$ cat src/rtl/alu_arbiter_if.sv
// One requester channel of the ALU arbiter: request handshake with operands,
// and response handshake carrying result/zero/branch back to the requester.
interface alu_arbiter_if #(
  parameter int WIDTH = 32,
  parameter int OPW   = 3
);
  logic             req_valid;
  logic             req_ready;
  logic [WIDTH-1:0] req_data1;
  logic [WIDTH-1:0] req_data2;
  logic [OPW-1:0]   req_aluop;
  logic             resp_valid;
  logic             resp_ready;
  logic [WIDTH-1:0] resp_result;
  logic             resp_zero;
  logic             resp_branch;

  modport master (
    output req_valid, req_data1, req_data2, req_aluop, resp_ready,
    input  req_ready, resp_valid, resp_result, resp_zero, resp_branch
  );

  modport slave (
    input  req_valid, req_data1, req_data2, req_aluop, resp_ready,
    output req_ready, resp_valid, resp_result, resp_zero, resp_branch
  );
endinterface

$ cat src/rtl/alu_arbiter.sv
// Round-robin sharing of one combinational ALU between two requesters:
// accept -> one EXEC cycle driving the ALU -> hold response until consumed.
module alu_arbiter #(
  parameter int WIDTH = 32,
  parameter int OPW   = 3
) (
  input  logic             clk,
  input  logic             rst_n,
  alu_arbiter_if.slave     port0,
  alu_arbiter_if.slave     port1,
  output logic [WIDTH-1:0] alu_data1,
  output logic [WIDTH-1:0] alu_data2,
  output logic [OPW-1:0]   alu_op,
  input  logic [WIDTH-1:0] alu_result,
  input  logic             alu_zero,
  input  logic             alu_branch
);

  typedef enum logic [1:0] {
    IDLE = 2'd0,
    EXEC = 2'd1,
    RESP = 2'd2
  } state_t;

  state_t           state;
  logic             ptr;
  logic             owner;
  logic             grant0;
  logic             grant1;
  logic             resp0_valid;
  logic             resp1_valid;
  logic [WIDTH-1:0] resp0_result;
  logic [WIDTH-1:0] resp1_result;
  logic             resp0_zero;
  logic             resp1_zero;
  logic             resp0_branch;
  logic             resp1_branch;
  logic [WIDTH-1:0] san_result;
  logic             san_zero;
  logic             san_branch;

  // Arbitration: only in IDLE; the pointer breaks ties when both ports ask
  always_comb begin
    grant0 = 1'b0;
    grant1 = 1'b0;
    if (state == IDLE) begin
      if (port0.req_valid && port1.req_valid) begin
        grant0 = ~ptr;
        grant1 = ptr;
      end else begin
        grant0 = port0.req_valid;
        grant1 = port1.req_valid;
      end
    end else begin
      grant0 = 1'b0;
      grant1 = 1'b0;
    end
  end

  // The ALU leaves stale flags on ops that do not produce them; mask those off
  always_comb begin
    san_result = '0;
    san_zero   = 1'b0;
    san_branch = 1'b0;
    case (alu_op)
      3'b010, 3'b110, 3'b000, 3'b001, 3'b111: begin
        san_result = alu_result;
        san_zero   = alu_zero;
      end
      3'b011, 3'b101: begin
        san_branch = alu_branch;
      end
      default: begin
        san_result = '0;
        san_zero   = 1'b0;
        san_branch = 1'b0;
      end
    endcase
  end

  // Control FSM with latched operands and per-port response registers
  always_ff @(posedge clk or negedge rst_n) begin
    if (!rst_n) begin
      state        <= IDLE;
      ptr          <= 1'b0;
      owner        <= 1'b0;
      alu_data1    <= '0;
      alu_data2    <= '0;
      alu_op       <= 3'b010;
      resp0_valid  <= 1'b0;
      resp1_valid  <= 1'b0;
      resp0_result <= '0;
      resp1_result <= '0;
      resp0_zero   <= 1'b0;
      resp1_zero   <= 1'b0;
      resp0_branch <= 1'b0;
      resp1_branch <= 1'b0;
    end else begin
      case (state)
        IDLE: begin
          if (grant0) begin
            alu_data1 <= port0.req_data1;
            alu_data2 <= port0.req_data2;
            alu_op    <= port0.req_aluop;
            owner     <= 1'b0;
            state     <= EXEC;
          end else if (grant1) begin
            alu_data1 <= port1.req_data1;
            alu_data2 <= port1.req_data2;
            alu_op    <= port1.req_aluop;
            owner     <= 1'b1;
            state     <= EXEC;
          end
        end
        EXEC: begin
          if (owner == 1'b0) begin
            resp0_result <= san_result;
            resp0_zero   <= san_zero;
            resp0_branch <= san_branch;
            resp0_valid  <= 1'b1;
          end else begin
            resp1_result <= san_result;
            resp1_zero   <= san_zero;
            resp1_branch <= san_branch;
            resp1_valid  <= 1'b1;
          end
          state <= RESP;
        end
        RESP: begin
          if ((owner == 1'b0) && port0.resp_ready) begin
            resp0_valid <= 1'b0;
            ptr         <= 1'b1;
            state       <= IDLE;
          end else if ((owner == 1'b1) && port1.resp_ready) begin
            resp1_valid <= 1'b0;
            ptr         <= 1'b0;
            state       <= IDLE;
          end
        end
        default: begin
          state <= IDLE;
        end
      endcase
    end
  end

  assign port0.req_ready   = grant0;
  assign port1.req_ready   = grant1;
  assign port0.resp_valid  = resp0_valid;
  assign port1.resp_valid  = resp1_valid;
  assign port0.resp_result = resp0_result;
  assign port1.resp_result = resp1_result;
  assign port0.resp_zero   = resp0_zero;
  assign port1.resp_zero   = resp1_zero;
  assign port0.resp_branch = resp0_branch;
  assign port1.resp_branch = resp1_branch;

endmodule

$ cat src/flat_wrapper.sv
// flat-port wrapper written by rule: the top's interface ports become plain ports
module alu_arbiter_flat 
#(
  parameter int WIDTH = 32,
  parameter int OPW   = 3
)
  (clk, rst_n, alu_data1, alu_data2, alu_op, alu_result, alu_zero, alu_branch, port0_req_valid, port0_req_data1, port0_req_data2, port0_req_aluop, port0_resp_ready, port0_req_ready, port0_resp_valid, port0_resp_result, port0_resp_zero, port0_resp_branch, port1_req_valid, port1_req_data1, port1_req_data2, port1_req_aluop, port1_resp_ready, port1_req_ready, port1_resp_valid, port1_resp_result, port1_resp_zero, port1_resp_branch);
  alu_arbiter_if #(.WIDTH(WIDTH), .OPW(OPW)) port0_i ();
  alu_arbiter_if #(.WIDTH(WIDTH), .OPW(OPW)) port1_i ();
  input  logic clk;
  input  logic rst_n;
  output logic [WIDTH-1:0] alu_data1;
  output logic [WIDTH-1:0] alu_data2;
  output logic [OPW-1:0] alu_op;
  input  logic [WIDTH-1:0] alu_result;
  input  logic alu_zero;
  input  logic alu_branch;
  input wire logic [$bits(port0_i.req_valid)-1:0] port0_req_valid;
  input wire logic [$bits(port0_i.req_data1)-1:0] port0_req_data1;
  input wire logic [$bits(port0_i.req_data2)-1:0] port0_req_data2;
  input wire logic [$bits(port0_i.req_aluop)-1:0] port0_req_aluop;
  input wire logic [$bits(port0_i.resp_ready)-1:0] port0_resp_ready;
  output wire logic [$bits(port0_i.req_ready)-1:0] port0_req_ready;
  output wire logic [$bits(port0_i.resp_valid)-1:0] port0_resp_valid;
  output wire logic [$bits(port0_i.resp_result)-1:0] port0_resp_result;
  output wire logic [$bits(port0_i.resp_zero)-1:0] port0_resp_zero;
  output wire logic [$bits(port0_i.resp_branch)-1:0] port0_resp_branch;
  input wire logic [$bits(port1_i.req_valid)-1:0] port1_req_valid;
  input wire logic [$bits(port1_i.req_data1)-1:0] port1_req_data1;
  input wire logic [$bits(port1_i.req_data2)-1:0] port1_req_data2;
  input wire logic [$bits(port1_i.req_aluop)-1:0] port1_req_aluop;
  input wire logic [$bits(port1_i.resp_ready)-1:0] port1_resp_ready;
  output wire logic [$bits(port1_i.req_ready)-1:0] port1_req_ready;
  output wire logic [$bits(port1_i.resp_valid)-1:0] port1_resp_valid;
  output wire logic [$bits(port1_i.resp_result)-1:0] port1_resp_result;
  output wire logic [$bits(port1_i.resp_zero)-1:0] port1_resp_zero;
  output wire logic [$bits(port1_i.resp_branch)-1:0] port1_resp_branch;
  assign port0_i.req_valid = port0_req_valid;
  assign port0_i.req_data1 = port0_req_data1;
  assign port0_i.req_data2 = port0_req_data2;
  assign port0_i.req_aluop = port0_req_aluop;
  assign port0_i.resp_ready = port0_resp_ready;
  assign port0_req_ready = port0_i.req_ready;
  assign port0_resp_valid = port0_i.resp_valid;
  assign port0_resp_result = port0_i.resp_result;
  assign port0_resp_zero = port0_i.resp_zero;
  assign port0_resp_branch = port0_i.resp_branch;
  assign port1_i.req_valid = port1_req_valid;
  assign port1_i.req_data1 = port1_req_data1;
  assign port1_i.req_data2 = port1_req_data2;
  assign port1_i.req_aluop = port1_req_aluop;
  assign port1_i.resp_ready = port1_resp_ready;
  assign port1_req_ready = port1_i.req_ready;
  assign port1_resp_valid = port1_i.resp_valid;
  assign port1_resp_result = port1_i.resp_result;
  assign port1_resp_zero = port1_i.resp_zero;
  assign port1_resp_branch = port1_i.resp_branch;
  alu_arbiter #(.WIDTH(WIDTH), .OPW(OPW)) u_core (.clk(clk), .rst_n(rst_n), .port0(port0_i), .port1(port1_i), .alu_data1(alu_data1), .alu_data2(alu_data2), .alu_op(alu_op), .alu_result(alu_result), .alu_zero(alu_zero), .alu_branch(alu_branch));
endmodule
$ cat config.mk
export PLATFORM = sky130hd
export DESIGN_NAME = alu_arbiter_flat
export DESIGN_NICKNAME = d
export VERILOG_FILES = /design/src/rtl/alu_arbiter_if.sv /design/src/rtl/alu_arbiter.sv /design/src/flat_wrapper.sv
export SDC_FILE = /design/constraint.sdc
export NUM_CORES = 1
export LEC_CHECK = 0
export CAP_MARGIN = 20
export CORE_MARGIN = 8
export CORE_UTILIZATION = 40
export DETAILED_ROUTE_END_ITERATION = 16
export MAX_ROUTING_LAYER = met4
export PLACE_DENSITY = 0.85
export SETUP_SLACK_MARGIN = 0.3
export SYNTH_ARGS = -nofsm -noshare
export SYNTH_HDL_FRONTEND = slang
export SYNTH_SLANG_ARGS = --single-unit
$ cat constraint.sdc
create_clock -name clk -period 2 [get_ports clk]
set_clock_uncertainty 0.15 [all_clocks]
set_input_delay 0.3 -clock clk [delete_from_list [all_inputs] [get_ports clk]]
set_output_delay 0.3 -clock clk [all_outputs]
set_load 0.1 [all_outputs]
== After elaboration in Yosys (flattened, before gate mapping) ==
Index checks and enable logic that the tools add are counted.
Storage, ports and cells
  register bits after elaboration: 141
  input port bits: 174
Cells by class
  eq/ne operators: 15
  multiplexer cells: 28
  bitwise operators: 2
  reduce and logical (&&, ||, !) cells: 17
Operators by type and width (count)
  $mux W32: 5
  $mux W1: 14
  $reduce_and A2 Y1: 5
  $eq A3 B3 Y1 const B: 3
  $mux W2: 4
  $eq A3 B2 Y1 const B: 2
  $mux W3: 2
  $ne A2 B1 Y1 const B: 3
  $pmux W2 S3: 1
  $reduce_bool A2 Y1: 3
  $reduce_or A5 Y1: 1
  $ne A2 B2 Y1 const B: 2
  $pmux W1 S2: 2
  $reduce_and A4 Y1: 1
  $eq A3 B1 Y1 const B: 1
  $logic_and A1 B1 Y1: 3
  $logic_not A3 Y1: 1
  $ne A3 B1 Y1 const B: 1
  $ne A3 B3 Y1 const B: 1
  $reduce_and A3 Y1: 1
  $eq A2 B1 Y1 const B: 1
  $eq A2 B2 Y1 const B: 1
  $logic_not A2 Y1: 1
  $not A1 Y1: 2
  $reduce_or A2 Y1: 1

== Logic depth before layout (Yosys ltp) ==
  word-level depth: 6
  mapped depth: 8
  mapped depth without buffers: 6

== Least setup slack after synthesis ==
Ideal clock, no wire load.
  path type: register to register
  from: reg u_core.state[0]
  to: reg u_core.owner
  library setup time: 0.075 ns
  data arrival time: 1.825 ns
  required time: 1.775 ns
  path slack: -0.050 ns
  stages on the path, launching flop included: 7
  buffers on the path: 0
  clock period less this slack: 2.050 ns
  cell sequence: dfrtp_1 inv_1 ha_1 and2_1 and2_1 a21oi_1 nor2_1
On the way
  word-level cells in the longest chain between the ends: 4
  elaborated cells on any way between the ends: 6
Ends and longest elaborated chain
  from (decl): line alu_arbiter.sv:25  | state_t state;
  from (signal assigned): line alu_arbiter.sv:84  | state <= IDLE;
  from (signal assigned): line alu_arbiter.sv:106  | state <= EXEC;
  from (signal assigned): line alu_arbiter.sv:112  | state <= EXEC;
  $logic_not A2 Y1: line alu_arbiter.sv:46  | if (state == IDLE) begin
  $mux W1: line alu_arbiter.sv:46
  via port1_req_ready: line flat_wrapper.sv:33  | output wire logic [$bits(port1_i.req_ready)-1:0] port1_req_ready;
  $reduce_bool A2 Y1 (no source line)
  $reduce_and A2 Y1 (no source line)
  to (signal assigned): line alu_arbiter.sv:86  | owner <= 1'b0;
  to (signal assigned): line alu_arbiter.sv:105  | owner <= 1'b0;
  to (signal assigned): line alu_arbiter.sv:111  | owner <= 1'b1;
  to (decl): line alu_arbiter.sv:27  | logic owner;
The timed path passes the listed nets, and every way through them passes these cells.
A chain may end at the register's enable or synchronous reset.

== Worst setup path after layout ==
  from: reg u_core.state[0]
  to: out port1_req_ready
On the way
  word-level cells in the longest chain between the ends: 2
Ends and longest elaborated chain (line)
  $logic_not A2 Y1: alu_arbiter.sv:46
  $mux W1: alu_arbiter.sv:46
  to (decl): flat_wrapper.sv:33
Every way passes these cells.

==> flow_results.org <==
** Outcome
- The flow ran to the end, but the final reports show violations.
- Failing checks :: setup timing

** Placed design
- At the end of routability-driven placement, the weighted congestion stood at 0.800.
- I/O Buffers :: 312
- Timing analysis after detailed placement gives a worst setup slack of -79.0 ps.
- Final HPWL DP :: 15.5 mm

** Clock tree
- After clock tree synthesis, the clock-pin slew on the worst setup and hold paths is 60 ps.
- CTS saw 141 sinks.
- TritonCTS built the clock tree.
- Buffer cell driving the clock tree root :: clkbuf_16
- Later-pin clock latency in the skew report :: 410 ps
- Number of clock buffers inserted by TritonCTS :: 17
- CTS HTree Levels :: 4
- In this run the deepest clock path goes through 2 buffers.

** Critical path
- Kind of start point of the critical path :: register
- Grouping stages by cell kind, the critical path spends the most delay in flip-flops.
- Walking the worst path, the cells encountered are inv_2, ha_4, and2_4, and2_4, buf_12.
- CP Capture Type :: primary output
- The setup path with the least slack is of type register to primary output.
- The largest single stage delay on the critical path is 400 ps.
- Worst endpoint data arrival time :: 1580 ps
- Required time reported for the critical path endpoint :: 1550 ps
- Worst-path cell with the longest stage delay :: dfrtp_1
- Most frequent cell on the critical path :: and2_4
- Critical path fanouts, max :: 3
- Counting both buffers and inverters, the worst setup path holds a total of 2.

** Timing
- Setup total negative slack on the finished layout was measured at -25.2 ps.
- Shortest clock period the worst path allows after layout :: 2030 ps
- Slew Limit Headroom :: 0.663
- After layout, the worst setup slack is -25.2 ps.
- Final setup vio count :: 1
- In the finished design, the share of the clock period the worst path needs comes to 1.01.
- The final max-slew violation count came to 0.
- RSZ-0062 raised after global routing :: yes
- The number of hold violations in the final report was 0.
- Max Fclk :: 494 MHz
- Worst slew pin tran :: 505 ps

** Hold path
- The tightest min-delay check is of the input port to asynchronous set/reset pin type.

** Floorplan
- 313 I/O pins were placed.
- The die is 139 um wide.
- Die Footprint :: 19200 sq um
- Vertical die dimension :: 139 um
- The floorplan step defined a core boundary enclosing 14900 sq um.
- For this configuration, the core starts out at a cell density of 0.403.
- Rows :: 45

** Finish
- For this run, the post-layout net count is 1143.
- Fillers :: 876
- Relative to the synthesized area, the layout overhead comes to 91.8%.
- Core occupancy in the finished layout :: 0.773
- Of the cells placed in the final design, the portion with a size suffix greater than 1 is 0.421.

** Global route
- Entering global routing, the biggest net connects 49 pins.
- Total routing resource utilization after global routing :: 0.224
- Antenna violations before repair :: 1
- Wire length of the first global-routing pass :: 33.1 mm
- Final global-route overflow total :: 0
- The number of global-route vias before repair came to 6116.

** Synth
- The number of nets handed over by synthesis was 772.
- Xor and xnor fraction of the mapped netlist area :: 0.00146
- By area, the combinational part of the netlist is dominated by compound AO/OA/AOI/OAI gates.
- Commonest cells post-synth :: 177 x nand2_1, 140 x dfrtp_1, 132 x o21ai_1
- Number of synthesized flops with an enable pin :: 0
- Count of unique library cells instantiated by Yosys :: 27
- Syn Area/Cell :: 10.2 sq um
- The most common cell in the synthesized netlist is nand2_1.
- The area fraction in compound gates after synthesis came to 0.123.
- Ranked by total cell area, the synthesized netlist is headed by dfrtp_1 58%, mux2i_1 11%, nand2_1 11%, o21ai_1 11%, buf_2 1.2%.
- YS warnings :: 0
- Share of synthesized registers carrying an async set or reset :: 1.00
- Post-synthesis instance area :: 6010 sq um
- Multiplexer share of the synthesized area :: 0.120
- Summed over all instances, the cell type with the most area after synthesis is dfrtp_1.
- Portion of the post-synthesis area used by sequential elements :: 0.587
- In the synthesized netlist, the number of instances is 592.
- Of the total synthesized cell area, the portion taken by full adders, half adders and majority gates is 0.0125.
- After synthesis the netlist holds a flip-flop and latch count of 141.
- Prevailing post-synth register cell :: dfrtp_1
- Of the post-synthesis cell area, the dominant cell type holds 0.582.
- Of the total synthesized cell area, the portion taken by AND, OR, NAND and NOR gates is 0.118.

** Job
- Max-cap violations in this run came to 0.

** Route
- Total length of routed wires :: 26.3 mm
- Vias :: 6164
- After detailed routing, the number of vias per cell comes to 5.29.
- Length of the first detailed-routing pass in iterations :: 4
- After detailed routing, the average wire length per cell comes to 22.6 um.
- DRC violation count after routing :: 0
- The detail route stage leaves a number of antenna-violating nets equal to 0.
- First DRT Iteration DRCs :: 302
## layer usage
metal | track usage | wire length (um)
met1 | 0.245 | 9630
met2 | 0.361 | 13300
met3 | 0.0890 | 2360
met4 | 0.0860 | 981
met5 | - | 0
## flip-flops by register name (all words and copies together), names as in the netlist
signal                    count
u_core.port0.resp_result     32
u_core.port1.resp_branch      1
u_core.alu_data2             32
u_core.port0.resp_valid       1
u_core.alu_op                 3
u_core.port1.resp_zero        1
u_core.owner                  1
u_core.port0.resp_zero        1
u_core.port1.resp_valid       1
u_core.ptr                    1
u_core.alu_data1             32
u_core.port1.resp_result     32
u_core.port0.resp_branch      1
u_core.state                  2
## worst reg2reg max path: cells and delay by family, from the launching register on
family	cells	cell delay, ps
AOI/OAI and AO/OA	2	310
buffers and inverters	5	690
adders and majority gates	1	170
DFF	1	380
and+or+nand+nor	1	140
## area by class of cell
class,instances,area (sq um),area share
multi-input combinational,411,3050,0.264
timing repair buffer,388,4100,0.356
antenna,1,2.50,0.000217
tap,188,235,0.0204
sequential,141,3540,0.307
inverter,4,27.5,0.00239
clock inverter,13,139,0.0120
clock buffer,19,443,0.0384
## what timing repair did
action,CTS,global route
hold endpoints to repair,44,0
pin swaps,2,94
resized for setup,11,215
gates cloned,3,24
setup endpoints to repair,116,95
hold buffers,1,0
buffers inserted,9,17
## stage by stage
step | cells | hold WS, ps | cell area, sq um
floorplan | 592 | -146 | 6110
global placement | 1078 | 140 | 9320
detailed placement | 1078 | 137 | 9320
CTS | 1123 | 265 | 10100
global route | 1165 | 309 | 11500
finish | 1165 | 274 | 11500
## final timing paths
check	startpoint	endpoint	slack [ps]	cells after the start
max in group asynchronous	rst_n	u_core.alu_op[1]	800	3
min in group clk	alu_result[26]	u_core.port1.resp_result[26]	310	3
min reg2reg	u_core.port0.resp_result[24]	u_core.port0.resp_result[24]	330	2
max reg2reg	u_core.state[0]	u_core.alu_data2[31]	50	9
max	u_core.state[0]	port1_req_ready	-30	5
min	rst_n	u_core.port1.resp_result[13]	270	2
## cell families (layout without fill, tap and decap cells)
kind of cell / count (synthesis) / count (layout)
AO/OA/AOI/OAI: 144 / 144
XOR/XNOR: 1 / 1
AND/OR/NAND/NOR: 185 / 185
adder cells (fa/ha/maj): 6 / 6
flip-flops: 141 / 141
other: 0 / 1
buffers and inverters: 43 / 424
multiplexers: 72 / 75
## cell usage in the layout (no fill, tap or decap), types with 18 or more instances in the layout
cell type,count
clkdlybuf4s50_1,172
buf_4,147
dfrtp_1,137
nand2_1,93
o21ai_1,84
mux2i_1,61
nand2_2,51
o21ai_2,49
clkbuf_16,33
nand2_4,32
buf_12,23
buf_6,18
Power is left out: the tool's default activity adds up to more than one toggle a clock period on the data nets, which glitch-free logic cannot reach.
